`src/rtl/logc_rr_scheduler_pkg.sv`:
```
// logc_rr_scheduler_pkg: shared widths and width helpers for the log-compression scheduler
package logc_rr_scheduler_pkg;
  localparam int DEF_DATA_WIDTH = 48;
  localparam int DEF_COMP_WIDTH = 15;
  function automatic int ch_width(input int n);
    return (n > 1) ? $clog2(n) : 1;
  endfunction
  function automatic int cnt_width(input int m);
    return $clog2(m + 1);
  endfunction
endpackage

```
`src/rtl/logc_rr_scheduler_if.sv`:
```
// logc_rr_scheduler_if: channel, pipeline, result and status signals of the scheduler
interface logc_rr_scheduler_if
  import logc_rr_scheduler_pkg::*;
#(
  parameter int NUM_CH = 4,
  parameter int DATA_WIDTH = DEF_DATA_WIDTH,
  parameter int COMP_WIDTH = DEF_COMP_WIDTH,
  parameter int MAX_INFLIGHT = 8
);
  localparam int CH_WIDTH = ch_width(NUM_CH);
  localparam int CNT_WIDTH = cnt_width(MAX_INFLIGHT);
  logic [NUM_CH-1:0] ch_valid;
  logic [NUM_CH*DATA_WIDTH-1:0] ch_data;
  logic [NUM_CH-1:0] ch_ready;
  logic pause;
  logic lc_in_valid;
  logic lc_in_ready;
  logic [DATA_WIDTH-1:0] lc_data;
  logic lc_out_valid;
  logic lc_out_ready;
  logic [COMP_WIDTH-1:0] lc_comp;
  logic res_valid;
  logic res_ready;
  logic [COMP_WIDTH-1:0] res_data;
  logic [CH_WIDTH-1:0] res_ch;
  logic [CNT_WIDTH-1:0] inflight;
  logic idle;
  logic err_orphan;
  modport slave (
    input ch_valid, ch_data, pause, lc_in_ready, lc_out_valid, lc_comp, res_ready,
    output ch_ready, lc_in_valid, lc_data, lc_out_ready, res_valid, res_data, res_ch,
      inflight, idle, err_orphan
  );
  modport master (
    output ch_valid, ch_data, pause, lc_in_ready, lc_out_valid, lc_comp, res_ready,
    input ch_ready, lc_in_valid, lc_data, lc_out_ready, res_valid, res_data, res_ch,
      inflight, idle, err_orphan
  );
endinterface

```
`src/rtl/logc_rr_scheduler_tag_fifo.sv`:
```
// logc_rr_scheduler_tag_fifo: in-order channel-tag FIFO; push+pop together is legal when non-empty
module logc_rr_scheduler_tag_fifo #(
  parameter int WIDTH = 2,
  parameter int DEPTH = 8,
  parameter int CNT_WIDTH = $clog2(DEPTH + 1)
) (
  input  logic                 clk,
  input  logic                 reset,
  input  logic                 push_i,
  input  logic [WIDTH-1:0]     push_data_i,
  input  logic                 pop_i,
  output logic [WIDTH-1:0]     head_o,
  output logic                 full_o,
  output logic                 empty_o,
  output logic [CNT_WIDTH-1:0] count_o
);
  localparam int AW = $clog2(DEPTH);
  logic [WIDTH-1:0] mem_q [DEPTH];
  logic [AW-1:0] wr_q, rd_q;
  logic [CNT_WIDTH-1:0] cnt_q;
  logic do_push, do_pop;
  assign empty_o = cnt_q == '0;
  assign full_o = cnt_q == CNT_WIDTH'(DEPTH);
  assign do_pop = pop_i & ~empty_o;
  assign do_push = push_i & (~full_o | do_pop);
  assign head_o = mem_q[rd_q];
  assign count_o = cnt_q;
  always_ff @(posedge clk or negedge reset)
    if (!reset) begin
      wr_q <= '0;
      rd_q <= '0;
      cnt_q <= '0;
    end else begin
      wr_q <= wr_q + AW'(do_push);
      rd_q <= rd_q + AW'(do_pop);
      cnt_q <= cnt_q + CNT_WIDTH'(do_push) - CNT_WIDTH'(do_pop);
    end
  always_ff @(posedge clk)
    if (do_push) mem_q[wr_q] <= push_data_i;
endmodule

```
`src/rtl/logc_rr_scheduler.sv`:
```
// logc_rr_scheduler: round-robin shares one log-compression pipeline between channels,
// tagging each issued sample so results come back labelled with their channel.
module logc_rr_scheduler
  import logc_rr_scheduler_pkg::*;
#(
  parameter int NUM_CH = 4,
  parameter int DATA_WIDTH = DEF_DATA_WIDTH,
  parameter int COMP_WIDTH = DEF_COMP_WIDTH,
  parameter int MAX_INFLIGHT = 8
) (
  input logic clk,
  input logic reset,
  logc_rr_scheduler_if.slave bus
);
  localparam int CH_WIDTH = ch_width(NUM_CH);
  localparam int CNT_WIDTH = cnt_width(MAX_INFLIGHT);
  logic [CH_WIDTH-1:0] ptr_q, ptr_d, lock_ch_q, arb, grant, head;
  logic [CNT_WIDTH-1:0] count;
  logic lock_q, found, fire, pop, empty, full, err_q;
  always_comb begin
    arb = ptr_q;
    found = 1'b0;
    for (int k = 0; k < NUM_CH; k++) begin
      if (!found && bus.ch_valid[(int'(ptr_q) + k) % NUM_CH]) begin
        arb = CH_WIDTH'((int'(ptr_q) + k) % NUM_CH);
        found = 1'b1;
      end
    end
  end
  // A stalled offer stays locked on its channel until the pipeline takes it
  assign grant = lock_q ? lock_ch_q : arb;
  assign bus.lc_in_valid = reset & (lock_q | (~bus.pause & ~full & found));
  assign bus.lc_data = bus.ch_data[int'(grant)*DATA_WIDTH +: DATA_WIDTH];
  assign fire = bus.lc_in_valid & bus.lc_in_ready;
  assign bus.ch_ready = fire ? NUM_CH'(1) << grant : '0;
  assign ptr_d = fire ? ((grant == CH_WIDTH'(NUM_CH - 1)) ? '0 : grant + 1'b1) : ptr_q;
  assign pop = bus.lc_out_valid & bus.res_ready & ~empty;
  assign bus.res_valid = reset & bus.lc_out_valid;
  assign bus.res_data = bus.lc_comp;
  assign bus.res_ch = empty ? '0 : head;
  assign bus.lc_out_ready = reset & bus.res_ready;
  assign bus.inflight = count;
  assign bus.idle = (count == '0) & ~bus.lc_in_valid;
  assign bus.err_orphan = err_q;
  logc_rr_scheduler_tag_fifo #(
    .WIDTH(CH_WIDTH),
    .DEPTH(MAX_INFLIGHT),
    .CNT_WIDTH(CNT_WIDTH)
  ) u_tags (
    .clk(clk),
    .reset(reset),
    .push_i(fire),
    .push_data_i(grant),
    .pop_i(pop),
    .head_o(head),
    .full_o(full),
    .empty_o(empty),
    .count_o(count)
  );
  always_ff @(posedge clk or negedge reset)
    if (!reset) begin
      ptr_q <= '0;
      lock_q <= 1'b0;
      lock_ch_q <= '0;
      err_q <= 1'b0;
    end else begin
      ptr_q <= ptr_d;
      lock_q <= bus.lc_in_valid & ~bus.lc_in_ready;
      lock_ch_q <= grant;
      err_q <= err_q | (bus.lc_out_valid & empty);
    end
endmodule

```
`src/flat_wrapper.sv`:
```
// flat-port wrapper written by rule: the top's interface ports become plain ports
module logc_rr_scheduler_flat import logc_rr_scheduler_pkg::*;
#(
  parameter int NUM_CH = 4,
  parameter int DATA_WIDTH = DEF_DATA_WIDTH,
  parameter int COMP_WIDTH = DEF_COMP_WIDTH,
  parameter int MAX_INFLIGHT = 8
)
  (clk, reset, bus_ch_valid, bus_ch_data, bus_pause, bus_lc_in_ready, bus_lc_out_valid, bus_lc_comp, bus_res_ready, bus_ch_ready, bus_lc_in_valid, bus_lc_data, bus_lc_out_ready, bus_res_valid, bus_res_data, bus_res_ch, bus_inflight, bus_idle, bus_err_orphan);
  logc_rr_scheduler_if #(.NUM_CH(NUM_CH), .DATA_WIDTH(DATA_WIDTH), .COMP_WIDTH(COMP_WIDTH), .MAX_INFLIGHT(MAX_INFLIGHT)) bus_i ();
  input logic clk;
  input logic reset;
  input wire logic [$bits(bus_i.ch_valid)-1:0] bus_ch_valid;
  input wire logic [$bits(bus_i.ch_data)-1:0] bus_ch_data;
  input wire logic [$bits(bus_i.pause)-1:0] bus_pause;
  input wire logic [$bits(bus_i.lc_in_ready)-1:0] bus_lc_in_ready;
  input wire logic [$bits(bus_i.lc_out_valid)-1:0] bus_lc_out_valid;
  input wire logic [$bits(bus_i.lc_comp)-1:0] bus_lc_comp;
  input wire logic [$bits(bus_i.res_ready)-1:0] bus_res_ready;
  output wire logic [$bits(bus_i.ch_ready)-1:0] bus_ch_ready;
  output wire logic [$bits(bus_i.lc_in_valid)-1:0] bus_lc_in_valid;
  output wire logic [$bits(bus_i.lc_data)-1:0] bus_lc_data;
  output wire logic [$bits(bus_i.lc_out_ready)-1:0] bus_lc_out_ready;
  output wire logic [$bits(bus_i.res_valid)-1:0] bus_res_valid;
  output wire logic [$bits(bus_i.res_data)-1:0] bus_res_data;
  output wire logic [$bits(bus_i.res_ch)-1:0] bus_res_ch;
  output wire logic [$bits(bus_i.inflight)-1:0] bus_inflight;
  output wire logic [$bits(bus_i.idle)-1:0] bus_idle;
  output wire logic [$bits(bus_i.err_orphan)-1:0] bus_err_orphan;
  assign bus_i.ch_valid = bus_ch_valid;
  assign bus_i.ch_data = bus_ch_data;
  assign bus_i.pause = bus_pause;
  assign bus_i.lc_in_ready = bus_lc_in_ready;
  assign bus_i.lc_out_valid = bus_lc_out_valid;
  assign bus_i.lc_comp = bus_lc_comp;
  assign bus_i.res_ready = bus_res_ready;
  assign bus_ch_ready = bus_i.ch_ready;
  assign bus_lc_in_valid = bus_i.lc_in_valid;
  assign bus_lc_data = bus_i.lc_data;
  assign bus_lc_out_ready = bus_i.lc_out_ready;
  assign bus_res_valid = bus_i.res_valid;
  assign bus_res_data = bus_i.res_data;
  assign bus_res_ch = bus_i.res_ch;
  assign bus_inflight = bus_i.inflight;
  assign bus_idle = bus_i.idle;
  assign bus_err_orphan = bus_i.err_orphan;
  logc_rr_scheduler #(.NUM_CH(NUM_CH), .DATA_WIDTH(DATA_WIDTH), .COMP_WIDTH(COMP_WIDTH), .MAX_INFLIGHT(MAX_INFLIGHT)) u_core (.clk(clk), .reset(reset), .bus(bus_i));
endmodule
```
`config.mk`:
```
export PLATFORM = sky130hd
export DESIGN_NAME = logc_rr_scheduler_flat
export DESIGN_NICKNAME = d
export VERILOG_FILES = /design/src/rtl/logc_rr_scheduler_pkg.sv /design/src/rtl/logc_rr_scheduler_if.sv /design/src/rtl/logc_rr_scheduler_tag_fifo.sv /design/src/rtl/logc_rr_scheduler.sv /design/src/flat_wrapper.sv
export SDC_FILE = /design/constraint.sdc
export NUM_CORES = 1
export LEC_CHECK = 0
export ABC_AREA = 0
export CAP_MARGIN = 20
export CORE_ASPECT_RATIO = 0.8
export CORE_MARGIN = 2
export CORE_UTILIZATION = 25
export CTS_CLUSTER_DIAMETER = 30
export CTS_CLUSTER_SIZE = 24
export DETAILED_ROUTE_END_ITERATION = 8
export PLACE_DENSITY = 0.73
export SYNTH_ARGS = -nofsm -noshare
export SYNTH_HDL_FRONTEND = slang
export SYNTH_SLANG_ARGS = --single-unit
export TNS_END_PERCENT = 50
```
`constraint.sdc`:
```
create_clock -name clk -period 4.15 [get_ports clk]
set_input_delay 1.0375 -clock clk [delete_from_list [all_inputs] [get_ports clk]]
set_output_delay 1.0375 -clock clk [all_outputs]
set_load 0.05 [all_outputs]
```
# Word level (Yosys, flattened, before mapping)
# Memory sizes are Yosys's and may differ from the RTL's.
# Cells that the tools add are included.
[word_totals]
regBits = 16
latch_bits = 0
ram_bits = 16
romBits = 0
input_bits = 217
elab_cells = 83
mem_count = 1
[mem_list]
columns = ["memory", "depth", "width", "rd", "rd_clocked_by_memory_dff", "wr", "line", "rtl"]
rows = [
  ["u_core.u_tags.mem_q", 8, 2, 1, 0, 1, "logc_rr_scheduler_tag_fifo.sv:18", "logic [WIDTH-1:0] mem_q [DEPTH];"],
]
[op_classes]
n_addsub = 8
mul = 1
n_div = 0
n_lt_le_gt_ge = 4
n_eq_ne = 2
shift = 2
muxes = 24
bitwise = 24
reduce_logical = 10
[op_table]
columns = ["op", "n"]
rows = [
  ["$shiftx A192 B32 Y48", 1],
  ["$and A1 B1 Y1", 13],
  ["$mux W1", 13],
  ["$lt A3 B4 Y1 const B", 3],
  ["$mux W2", 6],
  ["$bmux W1 S2", 4],
  ["$add A3 B1 Y3", 2],
  ["$reduce_or A2 Y1", 3],
  ["$not A1 Y1", 5],
  ["$add A2 B1 Y2 const B", 2],
  ["$add A2 B2 Y2 const B", 2],
  ["$add A4 B1 Y4", 1],
  ["$eq A4 B4 Y1 const B", 1],
  ["$logic_not A4 Y1", 1],
  ["$mul A2 B2 Y4 const B", 1],
  ["$mux W4", 1],
  ["$shl A1 B2 Y4 const A", 1],
  ["$sub A4 B1 Y4", 1],
  ["$and A1 B1 Y1 const A", 3],
  ["$logic_and A1 B1 Y1", 3],
  ["$logic_not A1 Y1", 3],
  ["$lt A2 B3 Y1 const B", 1],
  ["$or A1 B1 Y1", 3],
  ["$eq A2 B2 Y1 const B", 1],
]

# Logic depth before layout (Yosys ltp)
[logic_depth]
depth_word = 21
ltp_mapped = 12
depth_no_buf = 12

# Hierarchy
# A second synthesis with hierarchy kept.
[unflattened]
hier_cells = 452
area_unflattened_um2 = 3769.9
[modules_own_cells]
columns = ["mod", "instances", "cells_each", "area_each_um2", "seq_area_each_um2"]
rows = [
  ["logc_rr_scheduler", 1, 379, 2582.5, 150.1],
  ["logc_rr_scheduler_tag_fifo", 1, 73, 1187.4, 730.7],
]

# Worst setup path before layout
# No wires, ideal clock.
[synth_path]
path_kind = "input to output"
start = "input port bus_ch_valid[2]"
end = "output port bus_ch_ready[2]"
arrival_ps = 3058
required_ps = 3113
setup_slack_ps = 54
path_stages = 9
path_buffers = 3
cell_sequence = "buf_2 > nor3b_1 > a221oi_2 > o2111a_2 > buf_4 > buf_4 > nor2_1 > ha_1 > and2_1"
[synth_via]
elab_cells_between_ends = 31
classes_between = "1 x shift; 20 x mux; 4 x bitwise; 6 x reduce/logical"
[synth_rtl]
columns = ["element", "line", "rtl"]
rows = [
  ["from (decl)", "flat_wrapper.sv:13", "input wire logic [$bits(bus_i.ch_valid)-1:0] bus_ch_valid;"],
  ["$bmux W1 S2", "logc_rr_scheduler.sv:24", "if (!found && bus.ch_valid[(int'(ptr_q) + k) % NUM_CH]) begin"],
  ["$mux W1 (not written as such)", "logc_rr_scheduler.sv:24", ""],
  ["$mux W1", "logc_rr_scheduler.sv:24", ""],
  ["$logic_not A1 Y1", "logc_rr_scheduler.sv:24", ""],
  ["$logic_and A1 B1 Y1", "logc_rr_scheduler.sv:24", ""],
  ["$mux W1", "logc_rr_scheduler.sv:24", ""],
  ["$logic_not A1 Y1", "logc_rr_scheduler.sv:24", ""],
  ["$logic_and A1 B1 Y1", "logc_rr_scheduler.sv:24", ""],
  ["$mux W1", "logc_rr_scheduler.sv:24", ""],
  ["$logic_not A1 Y1", "logc_rr_scheduler.sv:24", ""],
  ["$logic_and A1 B1 Y1", "logc_rr_scheduler.sv:24", ""],
  ["$mux W2 (*)", "logc_rr_scheduler.sv:24", ""],
  ["$mux W2 (*)", "logc_rr_scheduler.sv:31", "assign grant = lock_q ? lock_ch_q : arb;"],
  ["net u_core.grant[1]", "logc_rr_scheduler.sv:17", "logic [CH_WIDTH-1:0] ptr_q, ptr_d, lock_ch_q, arb, grant, head;"],
  ["$shl A1 B2 Y4 (*)", "logc_rr_scheduler.sv:35", "assign bus.ch_ready = fire ? NUM_CH'(1) << grant : '0;"],
  ["$mux W4 (*)", "logc_rr_scheduler.sv:35", ""],
  ["to (decl)", "flat_wrapper.sv:20", "output wire logic [$bits(bus_i.ch_ready)-1:0] bus_ch_ready;"],
]
# The timed path passes the listed nets; every way through them passes the cells marked *. The select of a mux whose other input is x is not followed.

# Final worst setup path
[layout_path]
start = "input port bus_ch_valid[0]"
end = "output port bus_lc_data[23]"
[layout_via]
elab_chain_cells = 15
elab_cells_between_ends = 26
classes_between = "1 x mul; 1 x shift; 18 x mux; 6 x reduce/logical"
[layout_rtl]
columns = ["element", "line", "rtl"]
rows = [
  ["$bmux W1 S2", "logc_rr_scheduler.sv:24", ""],
  ["$mux W1 (not written as such)", "logc_rr_scheduler.sv:24", ""],
  ["$mux W1", "logc_rr_scheduler.sv:24", ""],
  ["$logic_not A1 Y1", "logc_rr_scheduler.sv:24", ""],
  ["$logic_and A1 B1 Y1", "logc_rr_scheduler.sv:24", ""],
  ["$mux W1", "logc_rr_scheduler.sv:24", ""],
  ["$logic_not A1 Y1", "logc_rr_scheduler.sv:24", ""],
  ["$logic_and A1 B1 Y1", "logc_rr_scheduler.sv:24", ""],
  ["$mux W1", "logc_rr_scheduler.sv:24", ""],
  ["$logic_not A1 Y1", "logc_rr_scheduler.sv:24", ""],
  ["$logic_and A1 B1 Y1", "logc_rr_scheduler.sv:24", ""],
  ["$mux W2 (*)", "logc_rr_scheduler.sv:24", ""],
  ["$mux W2 (*)", "logc_rr_scheduler.sv:31", ""],
  ["$mul A2 B2 Y4 (*)", "logc_rr_scheduler.sv:33", "assign bus.lc_data = bus.ch_data[int'(grant)*DATA_WIDTH +: DATA_WIDTH];"],
  ["$shiftx A192 B32 Y48 (*)", "logc_rr_scheduler.sv:33", ""],
  ["to (decl)", "flat_wrapper.sv:22", "output wire logic [$bits(bus_i.lc_data)-1:0] bus_lc_data;"],
]
# Mark *: on every way between the ends. The rest lies on a longest branch, timed or not. The select of a mux whose other input is x is not followed.

==> metrics.cfg <==
[outcome]
status=completed

[logic_synthesis]
synth_area_leaders=a31oi_1, edfxtp_1, o21ai_0
synth_nets=670
yosysTopAreaCell=a31oi_1
ys_ff_latch=32
synthDistinctLibCells=40
ys_seq_area_share_pct=25.1
yosysTopAreaCellShare_pct=17.1
syn_avg_cell_area_um2=8.02
ys_warn_count=0
syn-cell-area_mm2=0.00351
synthCells=438

[power_and_ir_drop]
pwr_density_cell_mw_per_mm2=832
p_clk_share_pct=5.5
seqPwrFrac_pct=8.8
power.leakage_uw=0.00288
p_sw_uw=3250
vdd.ir_drop.worst_v=0.000514
p_sw_share_pct=50.3
combPwrFrac_pct=85.7
internal-power_uw=3220

[routing]
wl_met1_mm=7.90
wire_per_inst_um=21.8
vias=4911
dr.pass1.iters=5
route.detailed.drc=0
wl_mm=18.9
ant_nets=0
met2_length_mm=8.95
viasPerCell=5.67
top_layer=met5
drt-initial-drc-count=515
dr_wl_met3_mm=1.66

[timing]
finalHoldViolCount=0
setup_ws_ns=0.0657
final.setup_skew_ns=0.00436
worstMarginPinSlew_ns=0.709
finalCriticalPeriod_ns=4.08
setup_viol=0
relSlewSlack_pct=52.6
post-route-period-util_pct=98.4
slew_viol_final=0
maxClockFrequency_mhz=245
finalSetupTns_ns=0

[grt]
grtUsageTotal_pct=20.9
grt_pass1_wl_mm=24.7
overflow=0
grt_max_degree=68
antenna_found_initial=1
grt_pass1_vias=4673

[cts]
cts_tree=built
postCtsHoldBufs=0
cts_buffer_depth=2
htreeDepth=2
cts_buffers=5
clock_latency_ns=0.28
clk_pin_slew_ns=0.05
cts.sinks=32
root_buffer=clkbuf_16

[floorplanning]
dieArea_mm2=0.0150
rows=38
pin_count=295
start_util_pct=25.7
die_w_um=137
core_mm2=0.0136
die_h_um=110

[cells_and_area]
fin_cells=866
finalInstanceArea_mm2=0.00778
register_area_um2=881
final_common_cell=clkdlybuf4s50_1
fillers=1093
final_cell_mix=clkdlybuf4s50_1, o21ai_0, a31oi_1, buf_12, a22oi_2
insertedDiodeCount=0
syn_to_final_growth_pct=121
fin_util_pct=57.0
multi_input_area_mm2=0.00264
nNetsFinal=917
drive_gt1_share_pct=28.4

[critical_path]
path_class=input pin to output pin
worstRegToRegCells=10
cp_slowest_cell=dlygate4sd2_1
critPathLaunchType=input pin
cp.required_ns=3.11
rrSetupSlack_ns=1.72
crit_path_end_kind=output pin
critPathMaxFanout=31
r2r-end=u_core.u_tags.count_o[2]
cp_cell_sequence=dlygate4sd2_1 -> mux2i_1 -> a221oi_2 -> o2111a_2 -> buf_12 -> buf_12 -> o21ai_0 -> a22oi_2 -> buf_4 -> buf_12
r2r-start=u_core.u_tags.count_o[2]
worst_ep_arrival_time_ns=3.05
cpPeakStageDelay_ns=0.33
path_common_cell=buf_12

[place]
placed_cells=842
place_area_mm2=0.00690
numPortBuffers=264
gp_congestion=0.823
place_hpwl_mm=12.4
place_ws_ns=-0.288

[hold_path]
holdPathStages=1
hp-class=flop to flop
min_from=u_core.bus.err_orphan
min_to=u_core.bus.err_orphan

[run]
cap_violations=0

-- cell usage after synthesis --
library cell   n
nor2b_1        6
o22ai_1        1
fa_1           1
edfxtp_1      16
a221oi_2       1
o2111ai_2      1
nand2_1        3
o2111ai_1      1
nor3b_1        5
inv_2          2
a22oi_1       48
o32ai_2        1
buf_4         24
a21o_1         2
a21oi_1        1
and4b_1        1
nor2_1        12
dfrtp_1       16
mux2_2         2
nor4b_1        3
nor4_1         2
o21ai_1        4
buf_2         12
clkbuf_1      31
mux2i_1        4
buf_6          2
a31oi_1       96
buf_1          1
ha_1          14
nand2b_1       1
and2_1         6
inv_1          9
nor3_1         3
o2111a_2       1
a221oi_4       1
o21bai_1       1
xor2_1         4
o21ai_0       94
mux4_2         4
o21a_1         1
-- worst max-delay path, delay by kind of cell --
family / cells / cell delay (ns)
buffers and inverters: 5 / 0.90
AO/OA/AOI/OAI: 4 / 0.95
multiplexers: 1 / 0.12
-- kinds of logic after synthesis --
kind of cell             Yosys count  share of synthesized area, %
AO/OA/AOI/OAI                    254                          45.2
buffers and inverters             81                          12.1
AND/OR/NAND/NOR                   42                          6.80
flip-flops                        32                          25.1
adder cells (fa/ha/maj)           15                          5.56
multiplexers                      10                          4.34
XOR/XNOR                           4                         0.997
-- layout make-up --
cell class,count,share of cell area [%]
clock buffers,5,1.61
well taps,180,2.90
inverters,11,0.563
repair buffers,310,49.5
flip-flops and latches,32,11.3
multi-input cells,325,33.9
clock inverters,3,0.241
-- timing repair --
item | CTS | global route
endpoints found under the setup margin | 52 | 51
cloned | 3 | 7
buffers inserted | 6 | 2
gates resized for setup | 15 | 72
pin swaps | 4 | 22
-- per-layer routing --
layer  track usage, %  vias up
li1                 -     2214
met2             35.0      308
met5                0        -
met4             5.36        2
met1             26.8     2341
met3             5.53       46
-- state kept, by name, summed over array words and instances, names as in the netlist --
register	flops
u_core.ptr_q	2
u_core.u_tags.rd_q	3
u_core.bus.err_orphan	1
u_core.lock_q	1
u_core.lock_ch_q	2
u_core.u_tags.wr_q	3
u_core.u_tags.count_o	4
u_core.u_tags.mem_q	16
-- how the worst max path moves through the flow --
stage                       to  depth (start not counted)             from
6_report       bus_lc_data[23]                         10  bus_ch_valid[0]
2_1_floorplan  bus_ch_ready[2]                          9  bus_ch_valid[2]
3_5_place_dp   bus_ch_ready[0]                          9  bus_ch_valid[2]
4_1_cts        bus_lc_data[31]                         11  bus_ch_valid[1]
3_3_place_gp   bus_lc_data[23]                         11  bus_ch_valid[2]
5_1_grt        bus_lc_data[23]                         10  bus_ch_valid[0]
-- stage by stage --
stage	power [uW]	hold slack (ns)
final	6470	0.487
after global routing	6730	0.509
after CTS	5950	0.491
after detailed placement	5330	0.479
after global placement	5230	0.451
after floorplan	3140	0.499
-- power groups by stage --
stage	Clock [uW]	Combinational (uW)	Sequential, uW
after floorplan	0	2540	596
after global placement	0	4680	557
after detailed placement	0	4760	564
after CTS	364	5020	562
after global routing	376	5770	584
final	357	5540	569
Note: power is estimated with default switching activity, not from simulation.
==> RTL change (same flow settings) <==
Make the reset (`reset`) synchronous in 2 clocked blocks.
--- a/src/rtl/logc_rr_scheduler_tag_fifo.sv
+++ b/src/rtl/logc_rr_scheduler_tag_fifo.sv
@@ -25,7 +25,7 @@
   assign do_push = push_i & (~full_o | do_pop);
   assign head_o = mem_q[rd_q];
   assign count_o = cnt_q;
-  always_ff @(posedge clk or negedge reset)
+  always_ff @(posedge clk)
     if (!reset) begin
       wr_q <= '0;
       rd_q <= '0;
--- a/src/rtl/logc_rr_scheduler.sv
+++ b/src/rtl/logc_rr_scheduler.sv
@@ -57,7 +57,7 @@
     .empty_o(empty),
     .count_o(count)
   );
-  always_ff @(posedge clk or negedge reset)
+  always_ff @(posedge clk)
     if (!reset) begin
       ptr_q <= '0;
       lock_q <= 1'b0;
Check against the original RTL: not equivalent (Yosys sat finds a counterexample within 4 cycles, from zero or initial values and one cycle with reset low; the reset may be asserted at any time).
==> RTL change against the unedited design <==
Non-clock buffer count fell by 14; routed wire length shrank 20%; first-iteration DRC count is 61% lower; setup slack gained 39 ps; global-route usage is 2.4 points lower; final area fell by 5.1%; total power decreased by 40%; synthesized area down 2.4%; sequential cell count did not move; utilization down 2.3 points; combinational power is 44% lower; critical path type unchanged; critical endpoint is now bus_lc_data[21]; highest routed layer is now met4.
==> RTL change: results (changes against the unedited design) <==
metric,value,unit,change
outcome,completed,,
netSwitchingPower,1.750,mW,-46%
dp_hpwl,11.43,mm,-7.7%
grt_max_degree,24,,-65%
grt_antenna_before_repair,0,,-1
grt_pass1_wl,21.20,mm,-14%
grt_util_met3,4.138,%,-1.4 points
yosysMostFrequentCell,a21oi_1,,
grt_use_met2,33.10,%,-1.9 points
worstReg2RegStart,u_core.u_tags.count_o[2],,
yosysUniqueCellTypes,37,,-7.5%
drive_gt1_share,25.12,%,-3.3 points
place_congestion,0.7789,,-5.4%
largest_register,u_core.u_tags.mem_q,,
routed_wl,15.08,mm,-20%
firstDrtPassIters,4,,-1
io_buffers,264,,unchanged
holdPathStages,2,,+1
first_iter_violations,203,,-61%
synth_edf_count,16,,unchanged
fillCellCount,1147,,+4.9%
path_max_fanout,23,,-26%
clock_skew,7.642,ps,+3.279 ps
yosys-top-cells-count,"53 x a21oi_1, 51 x mux2i_1, 48 x nand2b_1, 33 x a22oi_1, 18 x and2_1",,
syn_nets,613,,-8.5%
rr_endpoint,u_core.u_tags.count_o[2],,
postPlaceCellArea,0.006745,sq mm,-2.2%
synth_area_leaders,"mux2i_1 15%, edfxtp_1 14%, dfxtp_1 9.3%",,
grt_pass1_vias,3935,,-16%
crit_arrival,3010,ps,-40 ps
diodes,0,,unchanged
grt_util_met1,22.63,%,-4.2 points
final_nets,872,,-4.9%
reg2reg_depth,10,,unchanged
slew_headroom,57.71,%,+5.1 points
clk_latency,280,ps,about the same
grtUsageTotal,18.48,%,-2.4 points
whs,569.4,ps,+81.99 ps
holdPathEnd,u_core.bus.err_orphan,,
via_per_inst,4.781,,-16%
reg2reg_slack,1490,ps,-230 ps
yosysSeqAreaShare,23.35,%,-1.7 points
hp-start,u_core.bus.err_orphan,,
async_reset_ff_share,0,%,-50 points
peakVddDrop,0.3478,mV,-32%
leakage,2.892,nW,+0.52%
-- RTL change: final cells by class --
type	instances	area [sq um]	area share (%)
tap	180	225.2	3.052
clock buffer	6	138.9	1.882
multi-input combinational	295	2522	34.18
inverter	10	37.54	0.5086
clock inverter	2	10.01	0.1356
sequential	32	800.8	10.85
timing repair buffer	296	3645	49.39
-- RTL change: worst max-delay path: stages --
cell and delay, ps:
clkbuf_2 130, buf_4 150, nor2b_1 120, o21ai_1 240, a21oi_4 120, o22a_4 300
buf_12 170, buf_16 150, nand2b_1 150, a22oi_2 250, buf_12 180
-- RTL change: what timing repair did --
item | CTS | global route
pin swaps | 6 | 8
buffers inserted | 3 | 2
setup endpoints to repair | 52 | 51
hold buffers | 0 | 0
gates cloned | 6 | 3
gates resized for setup | 28 | 29
-- RTL change: cell families (layout without fill, tap and decap cells) --
logic type      after synthesis  after routing  share of synthesized area (%)
buf+inv                      56            314                          11.20
flops                        32             32                          23.35
xor+xnor                      4              4                          1.021
simple gates                105            105                          18.31
compound gates              114            116                          22.91
mux                          55             55                          17.51
fa+ha+maj                    15             15                          5.691
-- RTL change: worst max path at each step --
stage	startpoint	to	slack (ps)	cells past startpoint
floorplan	bus_ch_valid[2]	bus_lc_data[11]	180	8
global placement	bus_ch_valid[2]	bus_lc_data[36]	-230	9
detailed placement	bus_ch_valid[2]	bus_lc_data[24]	-280	9
CTS	bus_ch_valid[2]	bus_lc_data[36]	20	10
global route	bus_ch_valid[2]	bus_lc_data[32]	30	9
finish	bus_ch_valid[2]	bus_lc_data[21]	100	11
-- RTL change: power by group through the flow --
stage          clock (mW)  combinational (mW)  sequential [mW]
2_1_floorplan           0                1.53            0.461
3_3_place_gp            0                2.76            0.413
3_5_place_dp            0                2.80            0.416
4_1_cts             0.369                2.99            0.411
5_1_grt             0.384                3.24            0.418
6_report            0.360                3.09            0.413
-- RTL change: per-layer routing --
metal | vias to the layer above | wire (microns)
met5 | - | 0
met4 | 0 | 237
met3 | 22 | 1001
met2 | 153 | 7929
met1 | 1851 | 5911
li1 | 1899 | -
-- RTL change: metrics by stage --
stage,instances,worst slack (ps),power (mW)
after global placement,800,-234.5,3.170
after floorplan,381,180.2,1.996
after CTS,817,17.87,3.773
after detailed placement,800,-282.6,3.216
final,821,105.0,3.864
after global routing,821,30.28,4.041
